[src/rtl/exc_pkg.sv]
// Shared definitions for the CP0 exception controller: Cause.ExcCode values and FSM encoding.
package exc_pkg;

  localparam int INT  = 0;
  localparam int ADEL = 4;
  localparam int ADES = 5;
  localparam int IBE  = 6;
  localparam int DBE  = 7;
  localparam int SYS  = 8;
  localparam int BP   = 9;
  localparam int RI   = 10;
  localparam int CPU  = 11;
  localparam int OV   = 12;
  localparam int TR   = 13;

  typedef enum logic {
    IDLE  = 1'b0,
    FLUSH = 1'b1
  } state_t;

endpackage

[src/rtl/exc_prio_sel.sv]
// Oldest-first exception selector: the highest-indexed valid stage wins.
module exc_prio_sel #(
  parameter int NSTAGE = 4,
  parameter int AW     = 32,
  parameter int EXC_W  = 5,
  localparam int IW    = (NSTAGE > 1) ? $clog2(NSTAGE) : 1
) (
  input  logic [NSTAGE-1:0]       exc_valid,
  input  logic [NSTAGE*EXC_W-1:0] exc_code,
  input  logic [NSTAGE*AW-1:0]    exc_pc,
  input  logic [NSTAGE-1:0]       exc_bd,
  input  logic [NSTAGE*AW-1:0]    exc_badva,
  output logic                    hit,
  output logic [IW-1:0]           index,
  output logic [EXC_W-1:0]        code,
  output logic [AW-1:0]           pc,
  output logic                    bd,
  output logic [AW-1:0]           badva
);

  // Ascending scan, so a later (older) valid stage overrides a younger one.
  always_comb begin
    hit   = 1'b0;
    index = '0;
    code  = '0;
    pc    = '0;
    bd    = 1'b0;
    badva = '0;
    for (int i = 0; i < NSTAGE; i++) begin
      if (exc_valid[i]) begin
        hit   = 1'b1;
        index = IW'(i);
        code  = exc_code[i*EXC_W +: EXC_W];
        pc    = exc_pc[i*AW +: AW];
        bd    = exc_bd[i];
        badva = exc_badva[i*AW +: AW];
      end
    end
  end

endmodule

[src/rtl/exc_ctrl.sv]
// CP0 exception control: picks the oldest exception or a masked interrupt, latches
// Cause/EPC/BadVAddr, pulses a one-cycle flush/redirect and handles ERET.
module exc_ctrl
  import exc_pkg::*;
#(
  parameter int             NSTAGE   = 4,
  parameter int             AW       = 32,
  parameter int             EXC_W    = 5,
  parameter int             INT_W    = 6,
  parameter logic [AW-1:0]  VEC_ADDR = 32'h8000_0180
) (
  input  logic                    clk,
  input  logic                    rst,
  input  logic [NSTAGE-1:0]       exc_valid,
  input  logic [NSTAGE*EXC_W-1:0] exc_code,
  input  logic [NSTAGE*AW-1:0]    exc_pc,
  input  logic [NSTAGE-1:0]       exc_bd,
  input  logic [NSTAGE*AW-1:0]    exc_badva,
  input  logic [INT_W-1:0]        int_req,
  input  logic [INT_W-1:0]        int_mask,
  input  logic                    ie,
  input  logic [AW-1:0]           int_pc,
  input  logic                    int_bd,
  input  logic                    eret,
  output logic                    flush,
  output logic [NSTAGE-1:0]       flush_mask,
  output logic [AW-1:0]           redirect_pc,
  output logic                    exl,
  output logic [AW-1:0]           epc,
  output logic [EXC_W-1:0]        cause_code,
  output logic                    cause_bd,
  output logic [INT_W-1:0]        cause_ip,
  output logic [AW-1:0]           badvaddr
);

  localparam int IW = (NSTAGE > 1) ? $clog2(NSTAGE) : 1;

  state_t state, state_next;

  logic              sel_hit;
  logic [IW-1:0]     sel_idx;
  logic [EXC_W-1:0]  sel_code;
  logic [AW-1:0]     sel_pc;
  logic              sel_bd;
  logic [AW-1:0]     sel_badva;

  logic              int_take;
  logic              ev_take;
  logic              eret_take;
  logic [EXC_W-1:0]  ev_code;
  logic [AW-1:0]     ev_pc;
  logic              ev_bd;
  logic [NSTAGE-1:0] ev_mask;
  logic              ev_addr_err;

  exc_prio_sel #(
    .NSTAGE (NSTAGE),
    .AW     (AW),
    .EXC_W  (EXC_W)
  ) u_sel (
    .exc_valid (exc_valid),
    .exc_code  (exc_code),
    .exc_pc    (exc_pc),
    .exc_bd    (exc_bd),
    .exc_badva (exc_badva),
    .hit       (sel_hit),
    .index     (sel_idx),
    .code      (sel_code),
    .pc        (sel_pc),
    .bd        (sel_bd),
    .badva     (sel_badva)
  );

  // Interrupts only when no synchronous exception is pending and not already in a handler.
  assign int_take    = !sel_hit && ie && !exl && (|(int_req & int_mask));
  assign ev_take     = sel_hit || int_take;
  assign eret_take   = eret && exl && !ev_take;
  assign ev_code     = sel_hit ? sel_code : EXC_W'(INT);
  assign ev_pc       = sel_hit ? sel_pc : int_pc;
  assign ev_bd       = sel_hit ? sel_bd : int_bd;
  assign ev_addr_err = sel_hit && (sel_code == EXC_W'(ADEL) || sel_code == EXC_W'(ADES));

  // Kill the faulting stage and everything younger; interrupts kill the whole pipe.
  for (genvar gi = 0; gi < NSTAGE; gi++) begin : g_mask
    assign ev_mask[gi] = !sel_hit || (int'(sel_idx) >= gi);
  end

  always_ff @(posedge clk or posedge rst) begin
    if (rst) state <= IDLE;
    else     state <= state_next;
  end

  always_comb begin
    state_next = state;
    case (state)
      IDLE:    if (ev_take || eret_take) state_next = FLUSH;
      FLUSH:   state_next = IDLE;
      default: state_next = IDLE;
    endcase
  end

  always_ff @(posedge clk or posedge rst) begin
    if (rst) begin
      flush       <= 1'b0;
      flush_mask  <= '0;
      redirect_pc <= '0;
      exl         <= 1'b0;
      epc         <= '0;
      cause_code  <= '0;
      cause_bd    <= 1'b0;
      cause_ip    <= '0;
      badvaddr    <= '0;
    end else begin
      cause_ip    <= int_req;
      flush       <= 1'b0;
      flush_mask  <= '0;
      redirect_pc <= '0;
      if (state == IDLE) begin
        if (ev_take) begin
          cause_code  <= ev_code;
          // Nested exceptions keep the original return point.
          if (!exl) begin
            epc      <= ev_bd ? ev_pc - AW'(4) : ev_pc;
            cause_bd <= ev_bd;
          end
          if (ev_addr_err) badvaddr <= sel_badva;
          exl         <= 1'b1;
          flush       <= 1'b1;
          flush_mask  <= ev_mask;
          redirect_pc <= VEC_ADDR;
        end else if (eret_take) begin
          exl         <= 1'b0;
          flush       <= 1'b1;
          flush_mask  <= '1;
          redirect_pc <= epc;
        end
      end
    end
  end

endmodule

[config.mk]
export PLATFORM = sky130hd
export DESIGN_NAME = exc_ctrl
export DESIGN_NICKNAME = d
export VERILOG_FILES = /design/src/rtl/exc_pkg.sv /design/src/rtl/exc_prio_sel.sv /design/src/rtl/exc_ctrl.sv
export SDC_FILE = /design/constraint.sdc
export NUM_CORES = 1
export LEC_CHECK = 0
export BUFFER_PORTS_ARGS = -buffer_cell sky130_fd_sc_hd__buf_2
export CAP_MARGIN = 30
export CORE_AREA = 2 2 175 177
export CTS_CLUSTER_DIAMETER = 60
export DETAILED_ROUTE_END_ITERATION = 6
export DIE_AREA = 0 0 177 179
export RECOVER_POWER = 25
export SLEW_MARGIN = 30
export SYNTH_ARGS = -nofsm -noshare
export SYNTH_HDL_FRONTEND = slang
export SYNTH_SLANG_ARGS = --single-unit
[constraint.sdc]
create_clock -name clk -period 3.4 [get_ports clk]
set_input_delay 0.51 -clock clk [delete_from_list [all_inputs] [get_ports clk]]
set_output_delay 0.51 -clock clk [all_outputs]
set_load 0.03 [all_outputs]
# Yosys cells after proc, flatten, opt, wreduce, memory -nomap -nowiden
# Index checks and enable logic that the tools add are counted.
dict set report totals {
  reg_bits 115
  output_inout_bits 114
}
dict set report classes {
  addsub 1
  order_cmp 3
  eq_ne 2
  mux 40
  bitwise 3
  n_reduce_logical 21
}
# cell n
set ops {}
lappend ops {{$mux W32} 13}
lappend ops {{$sub A32 B3 Y32 const B} 1}
lappend ops {{$mux W5} 5}
lappend ops {{$mux W1} 16}
lappend ops {{$mux W4} 3}
lappend ops {{$eq A5 B3 Y1 const B} 2}
lappend ops {{$and A6 B6 Y6} 1}
lappend ops {{$logic_and A1 B1 Y1} 6}
lappend ops {{$logic_or A1 B1 Y1} 6}
lappend ops {{$reduce_and A3 Y1} 2}
lappend ops {{$reduce_or A6 Y1} 1}
lappend ops {{$ge A2 B2 Y1 const B} 2}
lappend ops {{$mux W2} 2}
lappend ops {{$reduce_and A2 Y1} 2}
lappend ops {{$logic_not A1 Y1} 3}
lappend ops {{$ge A2 B1 Y1 const B} 1}
lappend ops {{$not A1 Y1} 2}
lappend ops {{$pmux W1 S2} 1}
lappend ops {{$reduce_bool A2 Y1} 1}

# Logic depth before layout (Yosys ltp)
dict set report depth {
  word_depth 14
  mapped_depth 11
}

# Cells and area by module
# Synthesis repeated with hierarchy kept, for this count alone.
dict set report hier_totals {
  cells_unflattened 785
  hier_area_um2 7093.1
}
# mod n_inst cells_each area_each_um2 seq_area_each_um2
set modules_own_cells {}
lappend modules_own_cells {exc_ctrl 1 461 5170.0 2827.7}
lappend modules_own_cells {exc_prio_sel 1 324 1923.1 0.0}

# Worst setup path before layout
# OpenSTA, ideal clock, no wires.
dict set report synth_timing {
  path_type {input-to-reg}
  start {input exc_valid[2]}
  end {register epc[23]}
  t_arrival_ps 2876
  slack_ps 455
  stages 10
  n_path_buf 3
  path_cell_list {buf_6 -> nor3_2 -> buf_4 -> nor3_1 -> a222oi_1 -> nand4_1 -> or3_1 -> clkbuf_2 -> or4_1 -> nand3_1}
}
dict set report synth_between {
  elab_chain_cells 8
  word_cells_on_any_way 16
}
# item line_no
set synth_lines {}
lappend synth_lines {{from (decl)} exc_ctrl.sv:14} ;# input logic [NSTAGE-1:0] exc_valid,
lappend synth_lines {{branches (longest 8 deep; another with $sub A32 B3 Y32)} --}
lappend synth_lines {{to (signal assigned)} exc_ctrl.sv:123} ;# epc <= ev_bd ? ev_pc - AW'(4) : ev_pc;
lappend synth_lines {{to (decl)} exc_ctrl.sv:29} ;# output logic [AW-1:0] epc,
# Several ways; the timed one is not identified.
# A chain may end at the register's enable or synchronous reset.

# Final worst setup path
dict set report layout_timing {
  start {input exc_valid[2]}
  end {register epc[26]}
}
# The elaborated chain is that of the path after synthesis.

==> out/results.tsv <==
stage	metric	value	unit
drt	Pre-antenna DRT Iters	5	
floorplanning	IO Count	447	
final_layout	Syn-to-layout area delta	50.7	%
clocking	H-tree levels	4	
worst_setup_path	worst-path cell chain	buf_2 -> buf_4 -> nor3_4 -> buf_4 -> nor3_1 -> a222oi_1 -> buf_4 -> nand4_1 -> buf_4 -> nor3_2 -> buf_4 -> a31oi_1 -> o31ai_1	
flow_run	Maximum Capacitance Violations	0	
clocking	cts repair resizes	0	
pwr	Pwr Total	0.00681	W
clocking	Clock Latency Late Sink	0.42	ns
worst_setup_path	WP depth	13	
synth	async set or reset register ratio after synthesis	100	%
final_layout	layout cell share with drive strength beyond 1	48.9	%
worst_setup_path	reg-to-reg slack, setup	0.97	ns
timing	RSZ-0062 raised after global routing	no	
drt	DRT Wirelength	33100	µm
run_status	status	finished, final reports clean	
worst_setup_path	max incr delay on CP	0.51	ns
global_routing	largest net degree at the start of global routing	51	
worst_setup_path	CP endpoint kind	register	
worst_setup_path	cell mode on critical path	buf_4	
timing	Sum Neg Setup Slack	0	ns
final_layout	Final Util	33.8	%
placed_design	# port buffers	446	
floorplanning	Core Area	30000	µm²
synth	largest family of logic cells by synthesized area	compound AO/OA/AOI/OAI gates	
worst_setup_path	Slowest cell on crit path	a222oi_1	
drt	Final ANT Viol Nets	0	
synth	simple-gate share of the synthesized area	19.1	%
synth	Post-synth top flop	dfrtp_1	
timing	slew margin rel.	13.5	%
worst_setup_path	Worst R2R Path Depth	8	
final_layout	leading cell types in the layout, fill and taps excluded	buf_2 (440), dfrtp_1 (113), nand2_1 (58), a221oi_1 (50), nor2_1 (49)	
synth	synth unique cells	54	
timing	Final Max Tran Viols	0	
timing	worst hold slack	0.218	ns
worst_setup_path	worst path bufs/invs	6	
final_layout	multi-input logic area	3590	µm²
synth	syn nets	1055	
synth	Post-Synth Adder-Cell Area	0.186	%
placed_design	Placed Cells	1541	
timing	fin crit share	87.2	%
worst_setup_path	required time worst endpoint	3.73	ns
drt	Avg WL per Cell	21.0	µm
synth	Synth Instances	721	
drt	via count	7854	
synth	EDFF count, synth	0	
drt	DRT iter0 DRCs	502	
synth	synth warn	0	
synth	mux share of post-synthesis cell area	5.83	%
floorplanning	Die Height	179	µm
global_routing	initial antenna violation count	4	
floorplanning	width of the chip	177	µm
timing	fin crit period	2.97	ns
synth	Compound-Gate Fraction of Synth Area	26.2	%
global_routing	first-pass GRT wire length	47100	µm
final_layout	Fill cells	3171	
worst_setup_path	Setup CP Type	input port to register	
timing	Max Freq	337	MHz
drt	Vias/cell	4.98	
placed_design	hpwl dp	26700	µm
floorplanning	FP Rows	64	
floorplanning	Starting Density	22.4	%
timing	Hold Fails Final Rpt	0	
synth	Synth Area in XOR/XNOR	1.56	%
final_layout	commonest non-fill, non-tap cell in the layout	buf_2	
drt	post-route DRC violation count	0	
timing	# setup viols final	0	
pwr	VDD IR max	0.302	mV
clocking	root buf cell	clkbuf_16	
synth	Mean Syn Cell Area	9.35	µm²
synth	#FFs+latches synth	113	
global_routing	grt total ovfl	0	
min_path	Hold WC Path Type	input port to register	
final_layout	Register Area	2830	µm²
clocking	Clock Path Buffers	2	
clocking	CTS tree	done	
worst_setup_path	Max FO, Critical Path	11	
timing	final setup skew	0.0101	ns
timing	Slew @ Worst Pin	1.30	ns
clocking	post-CTS setup buffer count	0	
floorplanning	die area	31700	µm²
clocking	# hold bufs at CTS	0	
clocking	CTS sink count	113	
min_path	Hold Path Depth	1	
worst_setup_path	delay-heaviest family, CP	buffers and inverters	
clocking	CTS clk-pin slew, worst paths	0.07	ns
final_layout	final net count	1498	
final_layout	non-filler cells, final	1578	
placed_design	RePlAce Congestion	0.903	
synth	Mapped Area	6740	µm²
global_routing	GRT Resource Usage Total	20.3	%
synth	sequential area share after synthesis	42.0	%
pwr	cell leakage power	5.06	nW
clocking	CTS buffer count	17	
worst_setup_path	crit path DAT	3.29	ns
global_routing	vias in the first global route	7525	
pwr	Power Dens Cells	671	nW/µm²
worst_setup_path	startpoint types	input port	
-- cell usage after synthesis, types with 17 or more instances --
cell type | number | area share [%]
dfrtp_1 | 113 | 42
nand2_1 | 58 | 3.2
a221oi_1 | 50 | 6.5
nor2_1 | 49 | 2.7
clkbuf_1 | 37 | 2.1
and3_1 | 35 | 3.2
o22ai_1 | 35 | 3.2
mux2_2 | 34 | 5.7
nor2b_1 | 26 | 2.4
o21ai_0 | 22 | 1.6
a22oi_1 | 19 | 2.1
a21oi_1 | 18 | 1.3
nand3_1 | 18 | 1.3
o31ai_1 | 18 | 2.0
nor3_1 | 17 | 1.3
-- logic make-up after synthesis --
group | after synthesis
compound gates | 230
xor+xnor | 12
fa+ha+maj | 1
buf+inv | 78
flops | 113
mux | 35
simple gates | 252
-- state kept, by name, summed over array words and instances, names as in the netlist --
| signal | flops |
|---|---|
| badvaddr | 32 |
| cause_bd | 1 |
| flush_mask | 4 |
| cause_ip | 6 |
| exl | 1 |
| cause_code | 5 |
| epc | 32 |
| redirect_pc | 32 |
-- path summary, 6_finish.rpt --
kind / start / endpoint
hold / removal: int_req[3] / cause_ip[3]
setup reg to reg: exl / epc[18]
max in group asynchronous: rst / cause_ip[5]
hold reg to reg: cause_code[0] / cause_code[0]
setup / recovery: exc_valid[2] / epc[26]
min in group asynchronous: rst / redirect_pc[30]
-- layout make-up --
| cell class | instances | share of cell area, % |
|---|---|---|
| Tap cell | 396 | 4.88 |
| Clock inverter | 15 | 1.60 |
| Clock buffer | 17 | 4.19 |
| Sequential cell | 113 | 27.8 |
| Antenna cell | 5 | 0.123 |
| Timing Repair Buffer | 494 | 25.7 |
| Multi-Input combinational cell | 530 | 35.4 |
| Inverter | 8 | 0.308 |
-- per-layer routing --
layer	GRT usage [%]	part of all wire, %
met1	25.8	42
met2	34.7	50
met3	3.63	6.3
met4	6.30	2.1
met5	0	0
-- worst reg2reg max path, cell delays in order, from the launching register on --
cell,delay [ns]
dfrtp_1,0.39
a311oi_1,0.43
buf_4,0.19
o41ai_2,0.10
buf_4,0.18
or2_2,0.32
buf_4,0.28
or3_1,0.42
nand3_1,0.08
-- through the flow --
stage / worst slack [ns] / cell area, µm²
6_report: 0.434 / 10200
5_1_grt: 0.262 / 10200
4_1_cts: 0.512 / 10200
3_5_place_dp: 0.0762 / 9580
3_3_place_gp: 0.132 / 9580
2_1_floorplan: 0.455 / 6740
-- where the power goes --
group	switching, W	internal [W]	leakage [nW]
registers	0.000315	0.00181	1.41
logic	0.00190	0.000942	3.36
clock network	0.000806	0.00104	0.285
total	0.00302	0.00379	5.06
Note: power is estimated with default switching activity, not from simulation.
